==> src/rtl/axis_send_scheduler_pkg.sv <==
// Shared definitions for the AXI-Stream send scheduler.
//   - sched_state_t : scheduler FSM encoding (IDLE=0, LOAD=1, SEND=2, DONE=3)
//   - ADDR_BIT_DEFAULT / NUM_REQ_DEFAULT : default widths used by the top level
package axis_send_scheduler_pkg;

  localparam int ADDR_BIT_DEFAULT = 16;
  localparam int NUM_REQ_DEFAULT  = 4;

  typedef enum logic [1:0] {
    ST_IDLE = 2'd0,
    ST_LOAD = 2'd1,
    ST_SEND = 2'd2,
    ST_DONE = 2'd3
  } sched_state_t;

endpackage

==> src/rtl/axis_send_scheduler_rr_arbiter.sv <==
// Combinational round-robin arbiter used by the send scheduler.
// Picks the first asserted request strictly after the pointer, wrapping.
//   req_vec      in  NUM_REQ  pending requests
//   ptr          in  SEL_BIT  index of the last granted requester
//   grant_onehot out NUM_REQ  one-hot grant (all zero when nothing pending)
//   grant_idx    out SEL_BIT  binary index of the granted requester
module axis_send_scheduler_rr_arbiter
  import axis_send_scheduler_pkg::*;
#(
  parameter int NUM_REQ = NUM_REQ_DEFAULT,
  parameter int SEL_BIT = 2
) (
  input  logic [NUM_REQ-1:0] req_vec,
  input  logic [SEL_BIT-1:0] ptr,
  output logic [NUM_REQ-1:0] grant_onehot,
  output logic [SEL_BIT-1:0] grant_idx
);

  int                 cand;
  logic [SEL_BIT-1:0] cand_idx;
  logic               found;

  // Walk the candidates from farthest to nearest so the nearest pending
  // index after the pointer is the last (winning) assignment.
  always_comb begin
    cand         = 0;
    cand_idx     = '0;
    found        = 1'b0;
    grant_idx    = '0;
    grant_onehot = '0;
    for (int k = NUM_REQ; k >= 1; k--) begin
      cand = int'(ptr) + k;
      if (cand >= NUM_REQ) begin
        cand = cand - NUM_REQ;
      end
      cand_idx = SEL_BIT'(cand);
      if (req_vec[cand_idx]) begin
        grant_idx = cand_idx;
        found     = 1'b1;
      end
    end
    if (found) begin
      grant_onehot[grant_idx] = 1'b1;
    end
  end

endmodule

==> src/rtl/axis_send_scheduler.sv <==
// Schedules send descriptors from NUM_REQ result banks onto a single
// AXI-Stream send engine, one transfer at a time, in round-robin order.
//   clk, rst            clock / synchronous active-high reset
//   req                 per-requester one-cycle request pulse
//   req_addr_start/end  packed descriptors, slice i for requester i (end exclusive)
//   req_pending         descriptor held and not yet completed
//   req_done            one-cycle pulse when a requester's transfer completes
//   req_err             one-cycle pulse when a request is rejected
//   m_send_enable       one-cycle start strobe to the send engine
//   m_send_done         end-of-transfer pulse from the send engine
//   m_addr_start/end    range handed to the send engine
//   bank_sel            bank whose read data feeds the send engine
//   busy                high whenever the scheduler is not idle
module axis_send_scheduler
  import axis_send_scheduler_pkg::*;
#(
  parameter int NUM_REQ  = NUM_REQ_DEFAULT,
  parameter int ADDR_BIT = ADDR_BIT_DEFAULT,
  parameter int SEL_BIT  = 2
) (
  input  logic                         clk,
  input  logic                         rst,
  input  logic [NUM_REQ-1:0]           req,
  input  logic [NUM_REQ*ADDR_BIT-1:0]  req_addr_start,
  input  logic [NUM_REQ*ADDR_BIT-1:0]  req_addr_end,
  output logic [NUM_REQ-1:0]           req_pending,
  output logic [NUM_REQ-1:0]           req_done,
  output logic [NUM_REQ-1:0]           req_err,
  output logic                         m_send_enable,
  input  logic                         m_send_done,
  output logic [ADDR_BIT-1:0]          m_addr_start,
  output logic [ADDR_BIT-1:0]          m_addr_end,
  output logic [SEL_BIT-1:0]           bank_sel,
  output logic                         busy
);

  sched_state_t       state;
  sched_state_t       state_nxt;
  logic               load_grant;

  logic [ADDR_BIT-1:0] desc_start [NUM_REQ];
  logic [ADDR_BIT-1:0] desc_end   [NUM_REQ];

  logic [NUM_REQ-1:0] range_ok;
  logic [NUM_REQ-1:0] accept;
  logic [NUM_REQ-1:0] reject;

  logic [SEL_BIT-1:0] rr_ptr;
  logic [NUM_REQ-1:0] grant_onehot;
  logic [SEL_BIT-1:0] grant_idx;
  logic               any_grant;

  // Request capture: a slot accepts only when free and the range is non-empty.
  // Anything else is a rejection; the DONE cycle still counts as occupied.
  always_comb begin
    range_ok = '0;
    accept   = '0;
    reject   = '0;
    for (int i = 0; i < NUM_REQ; i++) begin
      range_ok[i] = req_addr_end[i*ADDR_BIT +: ADDR_BIT] >
                    req_addr_start[i*ADDR_BIT +: ADDR_BIT];
      accept[i]   = req[i] & ~req_pending[i] & range_ok[i];
      reject[i]   = req[i] & ~accept[i];
    end
  end

  always_ff @(posedge clk) begin
    for (int i = 0; i < NUM_REQ; i++) begin
      if (accept[i]) begin
        desc_start[i] <= req_addr_start[i*ADDR_BIT +: ADDR_BIT];
        desc_end[i]   <= req_addr_end[i*ADDR_BIT +: ADDR_BIT];
      end
    end
  end

  axis_send_scheduler_rr_arbiter #(
    .NUM_REQ (NUM_REQ),
    .SEL_BIT (SEL_BIT)
  ) u_rr_arbiter (
    .req_vec      (req_pending),
    .ptr          (rr_ptr),
    .grant_onehot (grant_onehot),
    .grant_idx    (grant_idx)
  );

  assign any_grant = |grant_onehot;

  always_ff @(posedge clk) begin
    if (rst) begin
      state <= ST_IDLE;
    end else begin
      state <= state_nxt;
    end
  end

  always_comb begin
    state_nxt     = state;
    load_grant    = 1'b0;
    m_send_enable = 1'b0;
    busy          = 1'b1;
    req_done      = '0;
    case (state)
      ST_IDLE: begin
        busy = 1'b0;
        if (any_grant) begin
          load_grant = 1'b1;
          state_nxt  = ST_LOAD;
        end
      end
      ST_LOAD: begin
        m_send_enable = 1'b1;
        state_nxt     = ST_SEND;
      end
      ST_SEND: begin
        if (m_send_done) begin
          state_nxt = ST_DONE;
        end
      end
      ST_DONE: begin
        req_done[bank_sel] = 1'b1;
        state_nxt          = ST_IDLE;
      end
      default: begin
        state_nxt = ST_IDLE;
      end
    endcase
  end

  // bank_sel doubles as the index of the transfer in flight; it and the
  // address range are only written on the IDLE->LOAD edge, so they hold
  // steady through SEND and DONE.
  always_ff @(posedge clk) begin
    if (rst) begin
      req_pending  <= '0;
      req_err      <= '0;
      m_addr_start <= '0;
      m_addr_end   <= '0;
      bank_sel     <= '0;
      rr_ptr       <= SEL_BIT'(NUM_REQ - 1);
    end else begin
      req_pending <= (req_pending | accept) & ~req_done;
      req_err     <= reject;
      if (load_grant) begin
        m_addr_start <= desc_start[grant_idx];
        m_addr_end   <= desc_end[grant_idx];
        bank_sel     <= grant_idx;
      end
      if (state == ST_DONE) begin
        rr_ptr <= bank_sel;
      end
    end
  end

endmodule

==> config.mk <==
export PLATFORM = sky130hd
export DESIGN_NAME = axis_send_scheduler
export DESIGN_NICKNAME = d
export VERILOG_FILES = /design/src/rtl/axis_send_scheduler_pkg.sv /design/src/rtl/axis_send_scheduler_rr_arbiter.sv /design/src/rtl/axis_send_scheduler.sv
export SDC_FILE = /design/constraint.sdc
export NUM_CORES = 1
export LEC_CHECK = 0
export BUFFER_PORTS_ARGS = -buffer_cell sky130_fd_sc_hd__clkbuf_2
export CORE_MARGIN = 3
export CORE_UTILIZATION = 52
export CTS_CLUSTER_SIZE = 16
export DETAILED_ROUTE_END_ITERATION = 7
export PLACE_DENSITY = 0.77
export SLEW_MARGIN = 15
export SYNTH_ARGS = -nofsm -noshare
export SYNTH_HDL_FRONTEND = slang
export SYNTH_HIERARCHICAL = 1
export SYNTH_SLANG_ARGS = --single-unit
==> constraint.sdc <==
create_clock -name clk -period 4.51 [get_ports clk]
set_input_delay 0.6765 -clock clk [delete_from_list [all_inputs] [get_ports clk]]
set_output_delay 0.6765 -clock clk [all_outputs]
set_load 0.02 [all_outputs]
== Yosys cells after proc, flatten, opt, wreduce, memory -nomap -nowiden ==
Memory sizes are Yosys's and may differ from the RTL's. A register that Yosys moved wholly into a read port is not among the register bits.
Index checks and enable logic that the tools add are counted.

* Logic and storage cells: 105
* Memory bits (writable): 128
* Output and inout port bits: 48
* Input port bits: 135
* Memories: 2
* Flip-flop bits (word level): 14

* Add/sub/neg operators: 8
* Reductions and logical operators: 5
* Mux-type cells: 41
* Bitwise logic cells: 23
* Equality and inequality tests: 5
* $lt $le $gt $ge: 16

{| class="wikitable"
|+ Memory list
! memory !! depth !! width !! read ports !! clocked after Yosys merged registers in !! write ports !! line !! source
|-
| desc_end || 4 || 16 || 1 || 1 || 4 || axis_send_scheduler.sv:42 || <nowiki>logic [ADDR_BIT-1:0] desc_end [NUM_REQ];</nowiki>
|-
| desc_start || 4 || 16 || 1 || 1 || 4 || axis_send_scheduler.sv:41 || <nowiki>logic [ADDR_BIT-1:0] desc_start [NUM_REQ];</nowiki>
|}

{| class="wikitable"
|+ Operators with widths
! operator !! number
|-
| > comparator 16 bit || 4
|-
| 2-to-1 mux 1 bit || 22
|-
| 2-to-1 mux 2 bit || 10
|-
| < comparator 2 x 3 -> 1 bit (second input constant) || 6
|-
| bitwise AND 1 bit || 12
|-
| greater-or-equal comparator 3 bit (second input constant) || 3
|-
| binary-select mux 1 bit (select 2 bit) || 4
|-
| 2-to-1 mux 4 bit || 2
|-
| NOT 1 bit || 8
|-
| one-hot mux 2 bit (4 select lines) || 1
|-
| subtractor 2 x 1 -> 2 bit (second input constant) || 4
|-
| adder 2 x 2 -> 3 bit (second input constant) || 2
|-
| adder 2 x 3 -> 4 bit (second input constant) || 1
|-
| bitwise AND 4 bit || 1
|-
| demux 1 bit (select 2 bit) || 2
|-
| == test 2 bit (second input constant) || 2
|-
| greater-or-equal comparator 2 x 1 -> 1 bit (second input constant) || 2
|-
| greater-or-equal comparator 4 x 3 -> 1 bit (second input constant) || 1
|-
| inequality test 2 bit (second input constant) || 2
|-
| NOT 4 bit || 1
|-
| bitwise OR 4 bit || 1
|-
| OR reduction 4 bit || 1
|-
| adder 2 x 1 -> 3 bit (second input constant) || 1
|-
| == test 2 x 1 -> 1 bit (second input constant) || 1
|-
| other kinds (3) || 4
|}

== Depth between registers and ports, before layout ==
* Depth after elaboration: 17
* Depth in mapped cells: 10
* Depth with buffers taken out: 8

== By module ==
Netlist, hierarchy kept.

{| class="wikitable"
|+ Modules (own cells, without submodules)
! module !! sequential area each (um^2) !! instances !! area each (um^2) !! cells each
|-
| axis_send_scheduler || 4764.6 || 1 || 7980.2 || 621
|-
| axis_send_scheduler_rr_arbiter || 0.0 || 1 || 230.2 || 33
|}

== Worst setup path after synthesis ==
OpenSTA, ideal clock, no wires.

* Path kind: input -> register
* Start: input req_addr_start[47]
* End: memory desc_end[2][0] (netlist name), enable pin
* Cell stages on the path: 6
* Buffers on the path: 0
* Library setup time: 0.430 ns
* Setup slack: 0.836 ns
* Data required time: 4.080 ns
* Arrival: 3.244 ns
* Path through: inv_1 ha_1 nand4_1 nor4_1 a22oi_1 a21boi_1

{| class="wikitable"
|+ RTL lines
! element !! line !! source
|-
| start: declaration || axis_send_scheduler.sv:24 || <nowiki>input logic [NUM_REQ*ADDR_BIT-1:0] req_addr_start,</nowiki>
|-
| end: declaration || axis_send_scheduler.sv:42 ||
|}

== Worst setup path in the final report ==
* Start: register req_pending[3]
* End: register m_addr_start[13], read port of desc_start

* Cells in the longest elaborated chain, start to end: 14
* Elaborated cells between the ends (all ways): 25
* Classes of those cells: order compare: 2; mux: 21; reduce/logical: 2

{| class="wikitable"
|+ RTL lines
! element !! line !! source
|-
| start: declaration || axis_send_scheduler.sv:26 || <nowiki>output logic [NUM_REQ-1:0] req_pending,</nowiki>
|-
| start signal: assignment || axis_send_scheduler.sv:141 || <nowiki>req_pending <= (req_pending | accept) & ~req_done;</nowiki>
|-
| binary-select mux 1 bit (select 2 bit) || axis_send_scheduler_rr_arbiter.sv:37 || <nowiki>if (req_vec[cand_idx]) begin</nowiki>
|-
| 2-to-1 mux 1 bit (not written as such) || axis_send_scheduler_rr_arbiter.sv:37 ||
|-
| 2-to-1 mux 2 bit (3 in a row) || axis_send_scheduler_rr_arbiter.sv:37 ||
|-
| 2-to-1 mux 2 bit (*) || axis_send_scheduler_rr_arbiter.sv:37 ||
|-
| net grant_idx[0] || axis_send_scheduler.sv:50 || <nowiki>logic [SEL_BIT-1:0] grant_idx;</nowiki>
|-
| < comparator 2 x 3 -> 1 bit (not written as such) or greater-or-equal comparator 2 x 1 -> 1 bit (tied branches) || axis_send_scheduler_rr_arbiter.sv:43 || <nowiki>grant_onehot[grant_idx] = 1'b1;</nowiki>
|-
| logical AND 1 bit (not written as such) || axis_send_scheduler_rr_arbiter.sv:43 ||
|-
| 2-to-1 mux 1 bit (not written as such) || axis_send_scheduler_rr_arbiter.sv:43 ||
|-
| demux 1 bit (select 2 bit) || - ||
|-
| 2-to-1 mux 4 bit || axis_send_scheduler_rr_arbiter.sv:42 || <nowiki>if (found) begin</nowiki>
|-
| OR reduction 4 bit || axis_send_scheduler.sv:86 || <nowiki>assign any_grant = |grant_onehot;</nowiki>
|-
| 2-to-1 mux 1 bit || axis_send_scheduler.sv:105 || <nowiki>if (any_grant) begin</nowiki>
|-
| 2-to-1 mux 1 bit || axis_send_scheduler.sv:102 || <nowiki>case (state)</nowiki>
|-
| end: declaration || axis_send_scheduler.sv:31 || <nowiki>output logic [ADDR_BIT-1:0] m_addr_start,</nowiki>
|}

Mark *: on every way through the listed nets, which the timed path passes. The rest lies on a longest branch. The select of a mux whose other input is x is not followed.
A chain may end at the register's enable or synchronous reset.

==> flow_results.xml <==
<?xml version="1.0" encoding="UTF-8"?>
<metrics>
  <group name="sta">
    <metric name="timing.final.max_slew_violations" unit="">0</metric>
    <metric name="timing_worst_slew_pin_value" unit="ps">992</metric>
    <metric name="setup_tns" unit="ps">0</metric>
    <metric name="final_critical_path_setup_slack" unit="ps">1600</metric>
    <metric name="clock-skew-final" unit="ps">11.9</metric>
    <metric name="relSlewSlack" unit="%">33.8</metric>
    <metric name="timing.fmax" unit="GHz">0.343</metric>
    <metric name="final-setup-viol-count" unit="">0</metric>
    <metric name="final_period_minus_worst_setup_slack" unit="ps">2910</metric>
    <metric name="timing.final.hold_violations" unit="">0</metric>
    <metric name="grt_setup_unrepaired" unit="">no</metric>
    <metric name="post-route-period-util" unit="%">64.6</metric>
  </group>
  <group name="setup_path">
    <metric name="worst_path_largest_cell_delay" unit="ps">810</metric>
    <metric name="worstSetupEndpointType" unit="">flop</metric>
    <metric name="crit_path_start_kind" unit="">flop</metric>
    <metric name="required" unit="ps">4810</metric>
    <metric name="cp_data_arrival_time" unit="ps">3210</metric>
    <metric name="cp_cell_sequence" unit="">nor2b_1 &gt; a21oi_1 &gt; o221ai_4 &gt; buf_12 &gt; mux4_2 &gt; nand2_1 &gt; a21oi_1</metric>
    <metric name="timing_worst_setup_path_type" unit="">reg2reg</metric>
    <metric name="critical_path.most_common_cell" unit="">sky130_fd_sc_hd__a21oi_1</metric>
    <metric name="crit_buf_inv" unit="">1</metric>
    <metric name="worstPathMaxFanout" unit="">17</metric>
    <metric name="reg2reg_setup_slack" unit="ps">1600</metric>
    <metric name="timing.critical_path.slowest_stage_cell" unit="">sky130_fd_sc_hd__o221ai_4</metric>
    <metric name="timing.critical_path.max_delay_family" unit="">compound AO/OA/AOI/OAI gates</metric>
  </group>
  <group name="synth">
    <metric name="synth_area_leaders" unit="">sky130_fd_sc_hd__edfxtp_1 (47%), sky130_fd_sc_hd__dfxtp_1 (11%), sky130_fd_sc_hd__ha_1 (10%)</metric>
    <metric name="synth-async-reset-ratio" unit="%">0</metric>
    <metric name="synth_edf_count" unit="">128</metric>
    <metric name="syn_avg_cell_area" unit="um2">12.6</metric>
    <metric name="synthesis.area" unit="um2">8210</metric>
    <metric name="synth.yosys.seq_area_share" unit="%">58.0</metric>
    <metric name="synth_top_area_cell" unit="">sky130_fd_sc_hd__edfxtp_1</metric>
    <metric name="postSynthCellCount" unit="">654</metric>
    <metric name="synth.lib_cells_used.distinct" unit="">50</metric>
    <metric name="ys_ff_latch" unit="">174</metric>
    <metric name="area_share_of_the_largest_cell_type_after_synthesis" unit="%">46.8</metric>
    <metric name="ys.flop_type" unit="">sky130_fd_sc_hd__edfxtp_1</metric>
    <metric name="yosys_warnings" unit="">6</metric>
    <metric name="syn_nets" unit="">857</metric>
  </group>
  <group name="grt">
    <metric name="grt.overflow.total" unit="">0</metric>
    <metric name="grt_start_max_net_pins" unit="">35</metric>
    <metric name="first_pass_grt_wire_length" unit="mm">32.7</metric>
    <metric name="antenna_found_initial" unit="">1</metric>
    <metric name="grt.total_usage" unit="%">25.0</metric>
    <metric name="vias_in_the_first_global_route" unit="">5837</metric>
  </group>
  <group name="run_status">
    <metric name="status" unit="">complete, no violations</metric>
  </group>
  <group name="worst_hold_path">
    <metric name="hold_path_class" unit="">in2reg</metric>
  </group>
  <group name="placed_design">
    <metric name="placement.io_buffers" unit="">182</metric>
    <metric name="pre_cts_ws" unit="ps">992</metric>
    <metric name="routabilityCongestion" unit="">0.869</metric>
    <metric name="hpwlAfterDp" unit="mm">16.1</metric>
  </group>
  <group name="die">
    <metric name="num_rows" unit="">45</metric>
    <metric name="initial_core_utilization" unit="%">53.6</metric>
    <metric name="die-area" unit="um2">17300</metric>
    <metric name="die_h" unit="um">132</metric>
    <metric name="fp.dieW" unit="um">132</metric>
    <metric name="core" unit="um2">15300</metric>
    <metric name="io_pins" unit="">183</metric>
  </group>
  <group name="cells_and_area">
    <metric name="drive_gt1_share" unit="%">30.8</metric>
    <metric name="n_fill_cell" unit="">1207</metric>
    <metric name="register_area" unit="um2">4760</metric>
    <metric name="synthToLayoutAreaGrowth" unit="%">21.9</metric>
    <metric name="multi_input_gate_area" unit="um2">3100</metric>
    <metric name="finalNetCount" unit="">1044</metric>
  </group>
  <group name="routing">
    <metric name="postRouteAntennaNets" unit="">0</metric>
    <metric name="detailedRoute.firstPassIterationCount" unit="">5</metric>
    <metric name="wl_per_instance" unit="um">20.0</metric>
    <metric name="drt-total-wl" unit="mm">21.3</metric>
    <metric name="post_drt_via_cell_ratio" unit="">5.56</metric>
    <metric name="dr_total_vias" unit="">5926</metric>
    <metric name="drc_violation_total_after_the_first_tritonroute_iteration" unit="">490</metric>
    <metric name="drc" unit="">0</metric>
  </group>
  <group name="pwr">
    <metric name="vdd_ir_drop_max" unit="V">0.000266</metric>
    <metric name="cellPowerDensity" unit="nW/um2">448</metric>
    <metric name="power_total" unit="mW">4.48</metric>
    <metric name="static_power_due_to_leakage" unit="nW">4.20</metric>
  </group>
  <group name="run">
    <metric name="drv.max_cap_violation_count" unit="">0</metric>
  </group>
  <group name="cts">
    <metric name="clock_transition_at_the_registers_of_the_reported_paths" unit="ps">70</metric>
    <metric name="clockRootBuffer" unit="">sky130_fd_sc_hd__clkbuf_16</metric>
    <metric name="numCtsBuffers" unit="">17</metric>
    <metric name="cts.sink_count" unit="">174</metric>
    <metric name="post_cts_resized" unit="">0</metric>
    <metric name="clk_latency" unit="ps">430</metric>
    <metric name="ctsLongestPathBuffers" unit="">2</metric>
    <metric name="h-tree-depth" unit="">4</metric>
    <metric name="tritoncts" unit="">done</metric>
    <metric name="post_cts.repair.setup_buffers" unit="">0</metric>
    <metric name="post_cts_hold_buffer_count" unit="">0</metric>
  </group>
</metrics>
-- path summary, 6_finish.rpt --
kind	cells after the start	start	endpoint
max	7	req_pending[3]	m_addr_start[13]
min	1	req_addr_start[14]	desc_start[0][14]
max reg2reg	7	req_pending[3]	m_addr_start[13]
min reg2reg	2	m_addr_start[9]	m_addr_start[9]
-- cells by family after synthesis --
family,count (synthesis),share of synthesized area (%)
and+or+nand+nor,167,9.48
muxes,32,8.78
AOI/OAI and AO/OA,117,8.47
DFF,174,58.0
buffers and inverters,96,4.88
adders and majority gates,68,10.4
-- metal layers --
layer  routed length, um  GRT usage (%)  vias to the layer above
li1                    -              -                     2764
met1                8750           32.9                     2840
met2               10300           40.3                      287
met3                1680           5.36                       35
met4                 623           10.6                        0
met5                   0              0                        -
-- metrics by stage --
step | cell area, um2 | cells | hold WS (ps) | util [%]
after global placement | 9400 | 1032 | 443 | 61.4
final | 10000 | 1066 | 429 | 65.4
after global routing | 10000 | 1066 | 417 | 65.4
after floorplan | 8210 | 654 | 507 | -
after CTS | 9980 | 1064 | 422 | 65.2
after detailed placement | 9400 | 1032 | 447 | 61.4
-- cell usage after synthesis, types with 2 or more instances --
master                      count
sky130_fd_sc_hd__a211oi_1       5
sky130_fd_sc_hd__a21boi_1       5
sky130_fd_sc_hd__a21oi_1       70
sky130_fd_sc_hd__buf_2          5
sky130_fd_sc_hd__buf_4          3
sky130_fd_sc_hd__buf_6          3
sky130_fd_sc_hd__clkbuf_1      13
sky130_fd_sc_hd__dfxtp_1       46
sky130_fd_sc_hd__edfxtp_1     128
sky130_fd_sc_hd__ha_1          68
sky130_fd_sc_hd__inv_1         72
sky130_fd_sc_hd__mux4_2        32
sky130_fd_sc_hd__nand2_1       90
sky130_fd_sc_hd__nand2b_1       8
sky130_fd_sc_hd__nand4_1       11
sky130_fd_sc_hd__nor2_1        19
sky130_fd_sc_hd__nor2b_1        7
sky130_fd_sc_hd__nor3_1        12
sky130_fd_sc_hd__nor4_1         7
sky130_fd_sc_hd__o211ai_1       3
sky130_fd_sc_hd__o21a_1         2
sky130_fd_sc_hd__o21ai_0       10
sky130_fd_sc_hd__o21ai_1        3
sky130_fd_sc_hd__o21bai_1       3
sky130_fd_sc_hd__o2bb2ai_1      2
sky130_fd_sc_hd__or3_1          2
sky130_fd_sc_hd__or4_1          2
-- cell type report --
class | count | area share [%]
clock inverters | 12 | 1.33
clock buffers | 20 | 4.46
inverters | 72 | 2.70
well taps | 211 | 2.64
diodes | 1 | 0.0250
flip-flops and latches | 174 | 47.6
repair buffers | 192 | 10.3
multi-input cells | 384 | 30.9
-- registers in the layout, indices dropped and copies added (netlist names) --
name,count
desc_start,64
req_err,4
m_addr_end,16
rr_ptr,2
bank_sel,2
state,2
desc_end,64
m_addr_start,16
req_pending,4
-- worst reg2reg max path, delay by kind of cell, from the launching register on --
| family | cells | cell delay (ps) |
|---|---|---|
| mux | 1 | 560 |
| flops | 1 | 640 |
| buf+inv | 1 | 280 |
| compound gates | 3 | 960 |
| simple gates | 2 | 330 |
-- placed cells by master (no fill, tap or decap), types with 12 or more instances in the layout --
cell	count
sky130_fd_sc_hd__clkbuf_2	182
sky130_fd_sc_hd__nor2_1	18
sky130_fd_sc_hd__mux4_2	32
sky130_fd_sc_hd__dfxtp_1	46
sky130_fd_sc_hd__inv_1	72
sky130_fd_sc_hd__nor3_1	12
sky130_fd_sc_hd__ha_1	68
sky130_fd_sc_hd__nand2_1	90
sky130_fd_sc_hd__clkbuf_16	17
sky130_fd_sc_hd__a21oi_1	70
sky130_fd_sc_hd__edfxtp_1	128
-- where the power goes --
group / internal, mW / switching [mW] / leakage (nW)
combinational: 0.402 / 0.631 / 2.35
clock: 0.834 / 0.623 / 0.279
sequential: 1.90 / 0.0904 / 1.56
total: 3.14 / 1.34 / 4.20
No activity file was read; power rests on OpenSTA's default activity.
